==> config.mk <==
export PLATFORM = sky130hd
export DESIGN_NAME = ellipse_scene_sequencer
export DESIGN_NICKNAME = d
export VERILOG_FILES = /design/src/rtl/ellipse_scene_sequencer.sv
export SDC_FILE = /design/constraint.sdc
export NUM_CORES = 1
export LEC_CHECK = 0
export ABC_AREA = 1
export CORE_ASPECT_RATIO = 0.6
export CORE_MARGIN = 8
export CORE_UTILIZATION = 48
export CTS_CLUSTER_SIZE = 10
export DETAILED_ROUTE_END_ITERATION = 7
export GPL_TIMING_DRIVEN = 0
export HOLD_SLACK_MARGIN = 0.1
export MAX_ROUTING_LAYER = met4
export PLACE_DENSITY = 0.86
export SLEW_MARGIN = 20
export SYNTH_ARGS = -nofsm -noshare
export SYNTH_HDL_FRONTEND = slang
export SYNTH_SLANG_ARGS = --single-unit
==> constraint.sdc <==
create_clock -name clk -period 1.7 [get_ports clk]
set_clock_uncertainty 0.2 [all_clocks]
set_input_delay 0.34 -clock clk [delete_from_list [all_inputs] [get_ports clk]]
set_output_delay 0.34 -clock clk [all_outputs]
set_load 0.02 [all_outputs]
==> src/rtl/ellipse_scene_sequencer.sv <==
// Front-end controller for a daisy chain of ellipse renderers.
// Turns shape commands into five-word register programs for one renderer slot,
// sweeps raster frames of pixel coordinates through the chain on request, and
// provides a pixel-valid strobe plus a copy aligned to the chain output.
module ellipse_scene_sequencer #(
  parameter int unsigned H_RES     = 640,
  parameter int unsigned V_RES     = 480,
  parameter int unsigned N_SLOTS   = 4,
  parameter int unsigned CHAIN_LAT = 20,
  parameter logic [11:0] BG_COLOR  = 12'h000
) (
  input  logic        clk,
  input  logic        rst,
  input  logic        start,
  input  logic        cmd_valid,
  output logic        cmd_ready,
  input  logic [11:0] cmd_slot,
  input  logic [11:0] cmd_x,
  input  logic [11:0] cmd_y,
  input  logic [11:0] cmd_wrad,
  input  logic [11:0] cmd_hrad,
  input  logic [11:0] cmd_color,
  output logic        program_out,
  output logic [11:0] x_out,
  output logic [11:0] y_out,
  output logic [11:0] data_out,
  output logic        pix_valid,
  output logic        tail_valid,
  output logic        busy,
  output logic        frame_done,
  output logic        cmd_err
);

  localparam logic [11:0] XLast     = 12'(H_RES - 1);
  localparam logic [11:0] YLast     = 12'(V_RES - 1);
  localparam int unsigned DrainW    = (CHAIN_LAT > 1) ? $clog2(CHAIN_LAT) : 1;
  localparam logic [DrainW-1:0] DrainLast = DrainW'(CHAIN_LAT - 1);
  localparam logic [2:0]  ProgLast  = 3'd4;

  typedef enum logic [1:0] {StIdle, StProg, StScan, StDrain} state_e;

  state_e state_q, state_d;

  // Latched command
  logic [11:0] slot_q, slot_d;
  logic [11:0] cx_q, cx_d;
  logic [11:0] cy_q, cy_d;
  logic [11:0] wrad_q, wrad_d;
  logic [11:0] hrad_q, hrad_d;
  logic [11:0] color_q, color_d;

  // Sequencing counters
  logic [2:0]        idx_q, idx_d;
  logic [11:0]       px_q, px_d;
  logic [11:0]       py_q, py_d;
  logic [DrainW-1:0] drain_q, drain_d;
  logic              pending_q, pending_d;

  // Registered outputs
  logic              program_q, program_d;
  logic [11:0]       xo_q, xo_d;
  logic [11:0]       yo_q, yo_d;
  logic [11:0]       data_q, data_d;
  logic              pix_q, pix_d;
  logic              busy_q, busy_d;
  logic              done_q, done_d;
  logic              err_q, err_d;
  logic [CHAIN_LAT-1:0] tail_q, tail_d;

  logic        slot_legal;
  logic [2:0]  idx_next;
  logic [11:0] next_word;

  assign slot_legal = 32'(cmd_slot) < N_SLOTS;
  assign idx_next   = idx_q + 3'd1;

  // Value of the program word following the one currently on the outputs
  always_comb begin
    next_word = color_q;
    case (idx_next)
      3'd1:    next_word = cy_q;
      3'd2:    next_word = wrad_q;
      3'd3:    next_word = hrad_q;
      default: next_word = color_q;
    endcase
  end

  // Next-state, counter and output-word decode
  always_comb begin
    state_d   = state_q;
    slot_d    = slot_q;
    cx_d      = cx_q;
    cy_d      = cy_q;
    wrad_d    = wrad_q;
    hrad_d    = hrad_q;
    color_d   = color_q;
    idx_d     = idx_q;
    px_d      = px_q;
    py_d      = py_q;
    drain_d   = drain_q;
    pending_d = pending_q;
    program_d = 1'b0;
    xo_d      = 12'd0;
    yo_d      = 12'd0;
    data_d    = BG_COLOR;
    pix_d     = 1'b0;
    done_d    = 1'b0;
    err_d     = 1'b0;

    unique case (state_q)
      StIdle: begin
        if (cmd_valid) begin
          // A command always wins over start; start is kept as pending
          pending_d = pending_q | start;
          if (slot_legal) begin
            slot_d    = cmd_slot;
            cx_d      = cmd_x;
            cy_d      = cmd_y;
            wrad_d    = cmd_wrad;
            hrad_d    = cmd_hrad;
            color_d   = cmd_color;
            idx_d     = 3'd0;
            state_d   = StProg;
            program_d = 1'b1;
            xo_d      = cmd_slot;
            yo_d      = 12'd0;
            data_d    = cmd_x;
          end else begin
            err_d = 1'b1;
          end
        end else if (start || pending_q) begin
          pending_d = 1'b0;
          px_d      = 12'd0;
          py_d      = 12'd0;
          state_d   = StScan;
          pix_d     = 1'b1;
        end
      end

      StProg: begin
        pending_d = pending_q | start;
        if (idx_q == ProgLast) begin
          state_d = StIdle;
        end else begin
          idx_d     = idx_next;
          program_d = 1'b1;
          xo_d      = slot_q;
          yo_d      = {9'd0, idx_next};
          data_d    = next_word;
        end
      end

      StScan: begin
        pending_d = pending_q | start;
        if (px_q == XLast && py_q == YLast) begin
          drain_d = '0;
          px_d    = 12'd0;
          py_d    = 12'd0;
          state_d = StDrain;
        end else begin
          if (px_q == XLast) begin
            px_d = 12'd0;
            py_d = py_q + 12'd1;
          end else begin
            px_d = px_q + 12'd1;
          end
          pix_d = 1'b1;
          xo_d  = px_d;
          yo_d  = py_d;
        end
      end

      StDrain: begin
        pending_d = pending_q | start;
        if (drain_q == DrainLast) begin
          done_d  = 1'b1;
          state_d = StIdle;
        end else begin
          drain_d = drain_q + 1'b1;
        end
      end

      default: state_d = StIdle;
    endcase

    busy_d = (state_d != StIdle);
  end

  // Delay line that shifts the registered pixel strobe towards the chain tail
  always_comb begin
    tail_d    = tail_q;
    tail_d[0] = pix_q;
    for (int i = 1; i < int'(CHAIN_LAT); i++) begin
      tail_d[i] = tail_q[i-1];
    end
  end

  // State, counters and registered outputs; synchronous reset aborts everything
  always_ff @(posedge clk) begin
    if (rst) begin
      state_q   <= StIdle;
      slot_q    <= 12'd0;
      cx_q      <= 12'd0;
      cy_q      <= 12'd0;
      wrad_q    <= 12'd0;
      hrad_q    <= 12'd0;
      color_q   <= 12'd0;
      idx_q     <= 3'd0;
      px_q      <= 12'd0;
      py_q      <= 12'd0;
      drain_q   <= '0;
      pending_q <= 1'b0;
      program_q <= 1'b0;
      xo_q      <= 12'd0;
      yo_q      <= 12'd0;
      data_q    <= BG_COLOR;
      pix_q     <= 1'b0;
      busy_q    <= 1'b0;
      done_q    <= 1'b0;
      err_q     <= 1'b0;
      tail_q    <= '0;
    end else begin
      state_q   <= state_d;
      slot_q    <= slot_d;
      cx_q      <= cx_d;
      cy_q      <= cy_d;
      wrad_q    <= wrad_d;
      hrad_q    <= hrad_d;
      color_q   <= color_d;
      idx_q     <= idx_d;
      px_q      <= px_d;
      py_q      <= py_d;
      drain_q   <= drain_d;
      pending_q <= pending_d;
      program_q <= program_d;
      xo_q      <= xo_d;
      yo_q      <= yo_d;
      data_q    <= data_d;
      pix_q     <= pix_d;
      busy_q    <= busy_d;
      done_q    <= done_d;
      err_q     <= err_d;
      tail_q    <= tail_d;
    end
  end

  assign cmd_ready   = (state_q == StIdle) && !rst;
  assign program_out = program_q;
  assign x_out       = xo_q;
  assign y_out       = yo_q;
  assign data_out    = data_q;
  assign pix_valid   = pix_q;
  assign tail_valid  = tail_q[CHAIN_LAT-1];
  assign busy        = busy_q;
  assign frame_done  = done_q;
  assign cmd_err     = err_q;

endmodule
==> results of run 1 <==
[what timing repair did]
item	CTS	global route
setup buffers	44	54
pin swaps	46	111
resized for setup	284	411
setup endpoints to repair	181	137
gates cloned	9	8
[path summary, 6_finish.rpt]
path / startpoint / endpoint / slack [ps] / cells after the start
hold reg to reg: tail_q[14] / tail_q[15] / 220 / 2
setup reg to reg: idx_q[1] / data_out[7] / -670 / 10
setup / recovery: idx_q[1] / data_out[7] / -670 / 10
hold / removal: rst / x_out[0] / 180 / 3
[per-layer routing]
layer | global-route usage [%] | vias to the layer above | part of all wire, %
met5 | - | - | 0
met4 | 20.42 | 0 | 9.7
met3 | 12.16 | 511 | 19
met2 | 45.27 | 1259 | 39
met1 | 36.09 | 4256 | 33
li1 | - | 3461 | -
[cells by family (layout without fill, tap and decap cells)]
kind of cell | count (synthesis) | count (layout) | share of synthesized area (%)
AOI/OAI and AO/OA | 151 | 151 | 11.75
xor gates and xnor gates | 3 | 3 | 0.3936
adders and majority gates | 13 | 13 | 2.436
buffers and inverters | 144 | 401 | 8.771
DFF | 156 | 156 | 46.78
other | 0 | 1 | 0
and+or+nand+nor | 468 | 468 | 29.87
[critical path: stages (launching register included)]
cell and delay [ps]:
dfxtp_4 420, ha_4 230, inv_2 60, nand2_4 80
o211ai_1 190, buf_4 240, nand2_8 110, buf_6 140
nand4_1 260, nand2_1 210, a21oi_2 70
[cells in the final DEF (no fill, tap or decap), types with 6 or more instances in the layout]
cell type and instances:
a21oi_1 25, a21oi_2 77, a21oi_4 6, buf_12 15
buf_4 63, buf_6 33, buf_8 10, clkbuf_1 10
clkbuf_16 28, clkdlybuf4s50_1 72, dfxtp_1 130, dfxtp_2 16
dfxtp_4 10, dlygate4sd2_1 44, ha_4 9, inv_1 77
inv_2 11, inv_4 6, inv_6 7, nand2_1 161
nand2_2 59, nand2_4 58, nand3_1 34, nand3_2 13
nand3_4 14, nand3b_1 6, nand4_1 14, nor2_1 53
nor2_2 20, nor2_4 19, o21ai_2 21, o21ai_4 14
[stage by stage]
stage	setup slack [ps]	std cells
after global routing	-722.1	1368
final	-666.3	1368
after global placement	-1254	1228
after CTS	-217.4	1310
after detailed placement	-1263	1228
after floorplan	4.911	935
[layout make-up]
class                   instances  area share [%]
multi-input cells             635           39.02
flip-flops and latches        156           26.31
repair buffers                229           19.70
plain buffers                  40           4.047
clock buffers                  19           3.747
inverters                     100           3.519
well taps                     175           1.811
clock inverters                12           1.729
repair inverters                1         0.09316
diodes                          1         0.02070
[power groups by stage]
stage          Combinational, W  Clock (W)  Sequential, W
2_1_floorplan          0.000509          0        0.00390
3_3_place_gp           0.000896          0        0.00390
3_5_place_dp           0.000916          0        0.00390
4_1_cts                 0.00123    0.00428        0.00383
5_1_grt                 0.00204    0.00455        0.00390
6_report                0.00205    0.00449        0.00391
==> impl_results.md, run 1 <==
- Status: finished with violations
- Violated checks: design-rule violations, negative setup slack
- Cells after Synth: approximately 940
- Startpoint types: flop
- Clock Power Share: 43.0%
- Top-area cell type share of the netlist area: a little under half
- CTS buffer count: 17
- Final worst slack: -666.3 ps
- Total number of vias: around 9,500
- Tcrit/Tclk final: 139.2%
- Unrepaired setup endpoints after global routing: yes
- Mean Syn Cell Area: 7.141 µm²
- Vias in the first global route: between 8,000 and 9,000
- Fillcell total: between 400 and 500
- Share of layout cells above drive strength 1: 45.97%
- YS warnings: 0
- GRT Total Usage: between 30% and 40%
- DIE HEIGHT: 107.4 µm
- Final Hold Fails: 0
- Area growth syn-to-layout: 81.05%
- CP Class: reg -> reg
- Post-synth EDFFs: 0
- Max-Cap Viols: 0
- Most common cell in the netlist: nand2_1
- Crit path time final: about 2400 ps
- CTS Buffer Depth: 2
- Worst Path Max Fanout: 6
- CP arrival: approximately 2500 ps
- Switch Pwr: about 0.0032 W
- Asr flop ratio synth: 0%
- DR DRC count: 67
- F_max: about 420 MHz
- Io pins: 119
- Grt ovf: 0
- Sink Count: approximately 160
- DR pass1 iterations: 8
- Initial antenna violation count: 1
- Logic gate share of total power: between 15 and 20%
- Routability Congestion: around 0.95
- WL final: between 40 and 50 mm
- Die area: ~18,000 µm²
- Slew headroom: around 28%
- Final setup TNS: -40,850 ps
- Clk_lat worst skew: about 450 ps
- CTS root buffer: clkbuf_16
- Post-synthesis sequential area ratio: between 40% and 50%
- Initial drt markers: between 2,000 and 2,500
- Fin util: 88.71%
- Core ar.: roughly 14,000 µm²
- Worst VDD drop: 0.6107 mV
- Clock-pin slew on the worst setup and hold paths: about 80 ps
- Post-DP HPWL: about 15 mm
- CP endpoint kind: flop
- Slew @ Worst Pin: approximately 1100 ps
- Sw Share: between 30 and 40%
- Pwr Density: 863.9 nW/µm²
- PortBufs: 118
- FP Rows: 33
- Post-DP Area: approximately 8100 µm²
- Cell accounting for the most synthesized area: dfxtp_1
- Synthesis-stage register bit count: ~160
- Tot Pwr: about 0.010 W
- Reg area: between 3000 and 4000 µm²
- Largest net degree at the start of global routing: 17
- CTS tree: yes
- Largest reg by FF count: tail_q
- Top cells by area, synth: dfxtp_1 47%, nand2_1 15%, a21oi_1 7.6%
- Hold bufs inserted after CTS: 0
- Multi-input logic area: about 4700 µm²
- Final Cell Area: between 10,000 and 15,000 µm²
- Mapped Nets: between 1,000 and 1,500
- Slew Viols, Final: 0
- Routed vias/inst: just under 7
- Remaining antenna violation count: 0
- Hold slack: 175.9 ps
- Max reg flops: 20
- Nets@finish: ~1,300
- First-pass GRT wire length: about 43 mm
- Die Wd: approximately 170 µm
- Setup Viol. Count Final: roughly 140
- Cell Area, Synth: 6676 µm²
- Hold crit path type: in -> reg
- H-tree Lvls: 4
- Synth top cells by count: 273 x nand2_1, 156 x dfxtp_1, 101 x a21oi_1
- Critical Path RT: 1800 ps
- Leak: between 4 and 5 nW
- Yosys cell types: 30
- Internal: slightly above 0.007 W
- Sequential power share: approximately 37%
- DR WL/cell: around 30 µm
- Initial Util: between 40% and 50%
- Ys flop type: dfxtp_1
Power figures use the tool's default switching activity.
==> run 2, diff against run 1 <==
Settings changed: CORE_UTILIZATION 48 to 49, CTS_BUF_LIST set to sky130_fd_sc_hd__clkbuf_4, PLACE_DENSITY 0.86 to 0.87.
==> run 2 against run 1 <==
The flow still finishes with violations (design-rule violations, negative setup slack). Sequential share of layout area increased by 1.7 points. Maximum frequency decreased by 2.1%. Non-clock buffer count increased by 4. Clock power decreased by 41%. Largest power group is now registers. Wire length decreased by 8.2%. Combinational power decreased by 7%. Register-to-register slack got worse by 50 ps. Cell area decreased by 6.2%. Critical path type unchanged. Die area decreased by 1.8%. Global-route usage decreased by 1.2 points. Setup slack got worse by 50 ps.
==> impl_results.md, run 2 (same netlist as run 1, synthesis figures left out) <==
- Status: finished with violations (unchanged)
- Violated checks: design-rule violations, negative setup slack (unchanged)
- Buf+Inv Stages, Crit Path: 6 (was 3)
- CTS tree: yes (unchanged)
- Critical Path RT: 2010 ps (was 1800 ps)
- Max reg flops: 20 (unchanged)
- Largest reg by FF count: tail_q (unchanged)
- Worst flop-to-flop path endpoint: px_q[8] (was data_out[7])
- Met2 Use GR: 44.21% (was 45.27%)
- Hold crit path type: in -> reg (unchanged)
- Initial Util: 49.60% (was 49.00%)
- Top delay family on crit path: buffers and inverters (was simple AND/OR/NAND/NOR gates)
- CTS Buffer Depth: 2 (unchanged)
- Tcrit/Tclk final: 142.1% (was 139.2%)
- CP arrival: 2720 ps (was 2470 ps)
- Crit path from: state_q[0] (was idx_q[1])
- Initial drt markers: 1,640 (was 2,080)
- WL final: 37.87 mm (was 41.27 mm)
- Worst reg-to-reg path cell count: 10 (unchanged)
- CP endpoint kind: flop (unchanged)
- Placement Setup Slack: -1257 ps (was -1263 ps)
- Fin util: 84.27% (was 88.71%)
- Initial antenna violation count: 2 (was 1)
- Die Wd: 166.7 µm (was 168.3 µm)
- Worst path cell trace: inv_4 -> ha_4 -> clkinvlp_4 -> buf_4 -> buf_6 -> a21oi_4 -> clkinv_4 -> buf_6 -> o21ai_1 -> a21oi_1 (was ha_4 -> inv_2 -> nand2_4 -> o211ai_1 -> buf_4 -> nand2_8 -> buf_6 -> nand4_1 -> nand2_1 -> a21oi_2)
- CTS buffer count: 17 (unchanged)
- Area growth syn-to-layout: 69.90% (was 81.05%)
- DR WL/cell: 27.54 µm (was 30.17 µm)
- Commonest non-fill, non-tap cells in the layout: 157 x nand2_1, 130 x dfxtp_1, 86 x nand2_2 (was 161 x nand2_1, 130 x dfxtp_1, 77 x a21oi_2, 77 x inv_1, 72 x clkdlybuf4s50_1)
- Routability Congestion: 0.9227 (was 0.9452)
- DIE HEIGHT: 106.4 µm (was 107.4 µm)
- Slew headroom: 33.88% (was 27.71%)
- Startpoint types: flop (unchanged)
- Leak: 4.454 nW (was 4.979 nW)
- PortBufs: 118 (unchanged)
- Routed vias/inst: 6.669 (was 6.935)
- Sink Count: 156 (unchanged)
- Slew Viols, Final: 0 (unchanged)
- Share of layout cells above drive strength 1: 47.41% (was 45.97%)
- Final setup TNS: -46,720 ps (was -40,850 ps)
- Die area: 17,740 µm² (was 18,060 µm²)
- Setup crit end: px_q[8] (was data_out[7])
- First-pass GRT wire length: 41.61 mm (was 43.04 mm)
- H-tree Lvls: 4 (unchanged)
- DR pass1 iterations: 8 (unchanged)
- Slowest-stage cell, CP: dfxtp_4 (unchanged)
- Hold slack: 57.80 ps (was 175.9 ps)
- Crit path largest cell delay: 400 ps (was 420 ps)
- Grt ovf: 0 (unchanged)
- CP most frequent cell: buf_6
- Max-Cap Viols: 0 (unchanged)
- Crit Reg-Reg Startpoint: state_q[0] (was idx_q[1])
- Io pins: 119 (unchanged)
- Worst VDD drop: 0.5527 mV (was 0.6107 mV)
- Critical path depth: 10 (unchanged)
- Commonest non-fill, non-tap cell in the layout: nand2_1 (unchanged)
- Fillcell total: 541 (was 457)
- DR DRC count: 11 (was 67)
- Crit path time final: 2416 ps (was 2366 ps)
- Vias in the first global route: 7,794 (was 8,051)
- Total number of vias: 9,170 (was 9,487)
- Worst Path Max Fanout: 8 (was 6)
- GRT Total Usage: 30.20% (was 31.35%)
- CTS root buffer: clkbuf_4 (was clkbuf_16)
- Post-DP HPWL: 14.24 mm (was 14.73 mm)
- Met3 Use GR: 8.768% (was 12.16%)
- Remaining antenna violation count: 0 (unchanged)
- Clk_lat worst skew: 640 ps (was 450 ps)
- Clock-pin slew on the worst setup and hold paths: 180 ps (was 80 ps)
- Final Hold Fails: 0 (unchanged)
- CP Class: reg -> reg (unchanged)
- Slew @ Worst Pin: 991.8 ps (was 1084 ps)
- FP Rows: 33 (unchanged)
- F_max: 413.9 MHz (was 422.6 MHz)
- Grt met1 use: 36.95% (was 36.09%)
- Largest net degree at the start of global routing: 17 (unchanged)
- Setup Viol. Count Final: 140 (was 136)
- Nets@finish: 1,274 (was 1,269)
- Core ar.: 13,460 µm² (was 13,630 µm²)
- Reg2Reg Setup Slack: -720 ps (was -670 ps)
- Top Usage Layer GRT: met2 (unchanged)
- Pwr Density: 743.2 nW/µm² (was 863.9 nW/µm²)
- Final Cell Area: 11,340 µm² (was 12,090 µm²)
- Unrepaired setup endpoints after global routing: yes (unchanged)
- Final worst slack: -716.1 ps (was -666.3 ps)
- Post-DP Area: 8110 µm² (unchanged)
[run 2: where the power goes]
group,leakage [nW],internal (W),switching (W)
clock,0.158,0.000947,0.00169
combinational,3.02,0.000793,0.00111
sequential,1.28,0.00375,0.000137
[run 2: repair_timing]
item / in CTS / in global routing
gates cloned: 18 / 3
hold buffers: 3 / 7
pin swaps: 53 / 111
setup buffers: 59 / 40
gates resized for setup: 502 / 285
endpoints found under the hold margin: 3 / 7
endpoints found under the setup margin: 178 / 148
[run 2: how the worst min path moves through the flow]
stage,startpoint,end,slack (ps),depth (start not counted)
final,cmd_y[11],cy_q[11],60,3
after detailed placement,tail_q[15],tail_q[16],200,2
after global placement,tail_q[0],tail_q[1],190,2
after global routing,cmd_hrad[3],hrad_q[3],70,3
after floorplan,tail_q[9],tail_q[10],190,2
after CTS,cmd_wrad[4],wrad_q[4],100,3
[run 2: worst min-delay path, delay by kind of cell]
family	cells	cell delay, ps
buf+inv	1	400
simple gates	1	80
compound gates	1	60
[run 2: cell type report]
type / count / area (µm²) / share of cell area, %
well taps: 175 / 219.0 / 1.930
inverters: 100 / 419.2 / 3.695
plain buffers: 35 / 365.4 / 3.221
repair buffers: 238 / 2337 / 20.60
repair inverters: 2 / 18.77 / 0.1655
clock inverters: 14 / 171.4 / 1.511
diodes: 2 / 5.005 / 0.04412
clock buffers: 18 / 135.1 / 1.191
multi-input cells: 635 / 4492 / 39.60
flip-flops and latches: 156 / 3181 / 28.04
[run 2: routing by layer]
metal	wire length (µm)	share of wire, %	up-vias
met3	6087	16	453
met5	0	0	-
met1	12640	33	4073
met4	3698	9.8	0
met2	15450	41	1163
li1	-	-	3481
[run 2: per-stage QoR]
step / std cells / total power [W]
final: 1375 / 0.008430
after global routing: 1375 / 0.008563
after CTS: 1338 / 0.007529
after detailed placement: 1228 / 0.004813
after global placement: 1228 / 0.004791
after floorplan: 935 / 0.004408
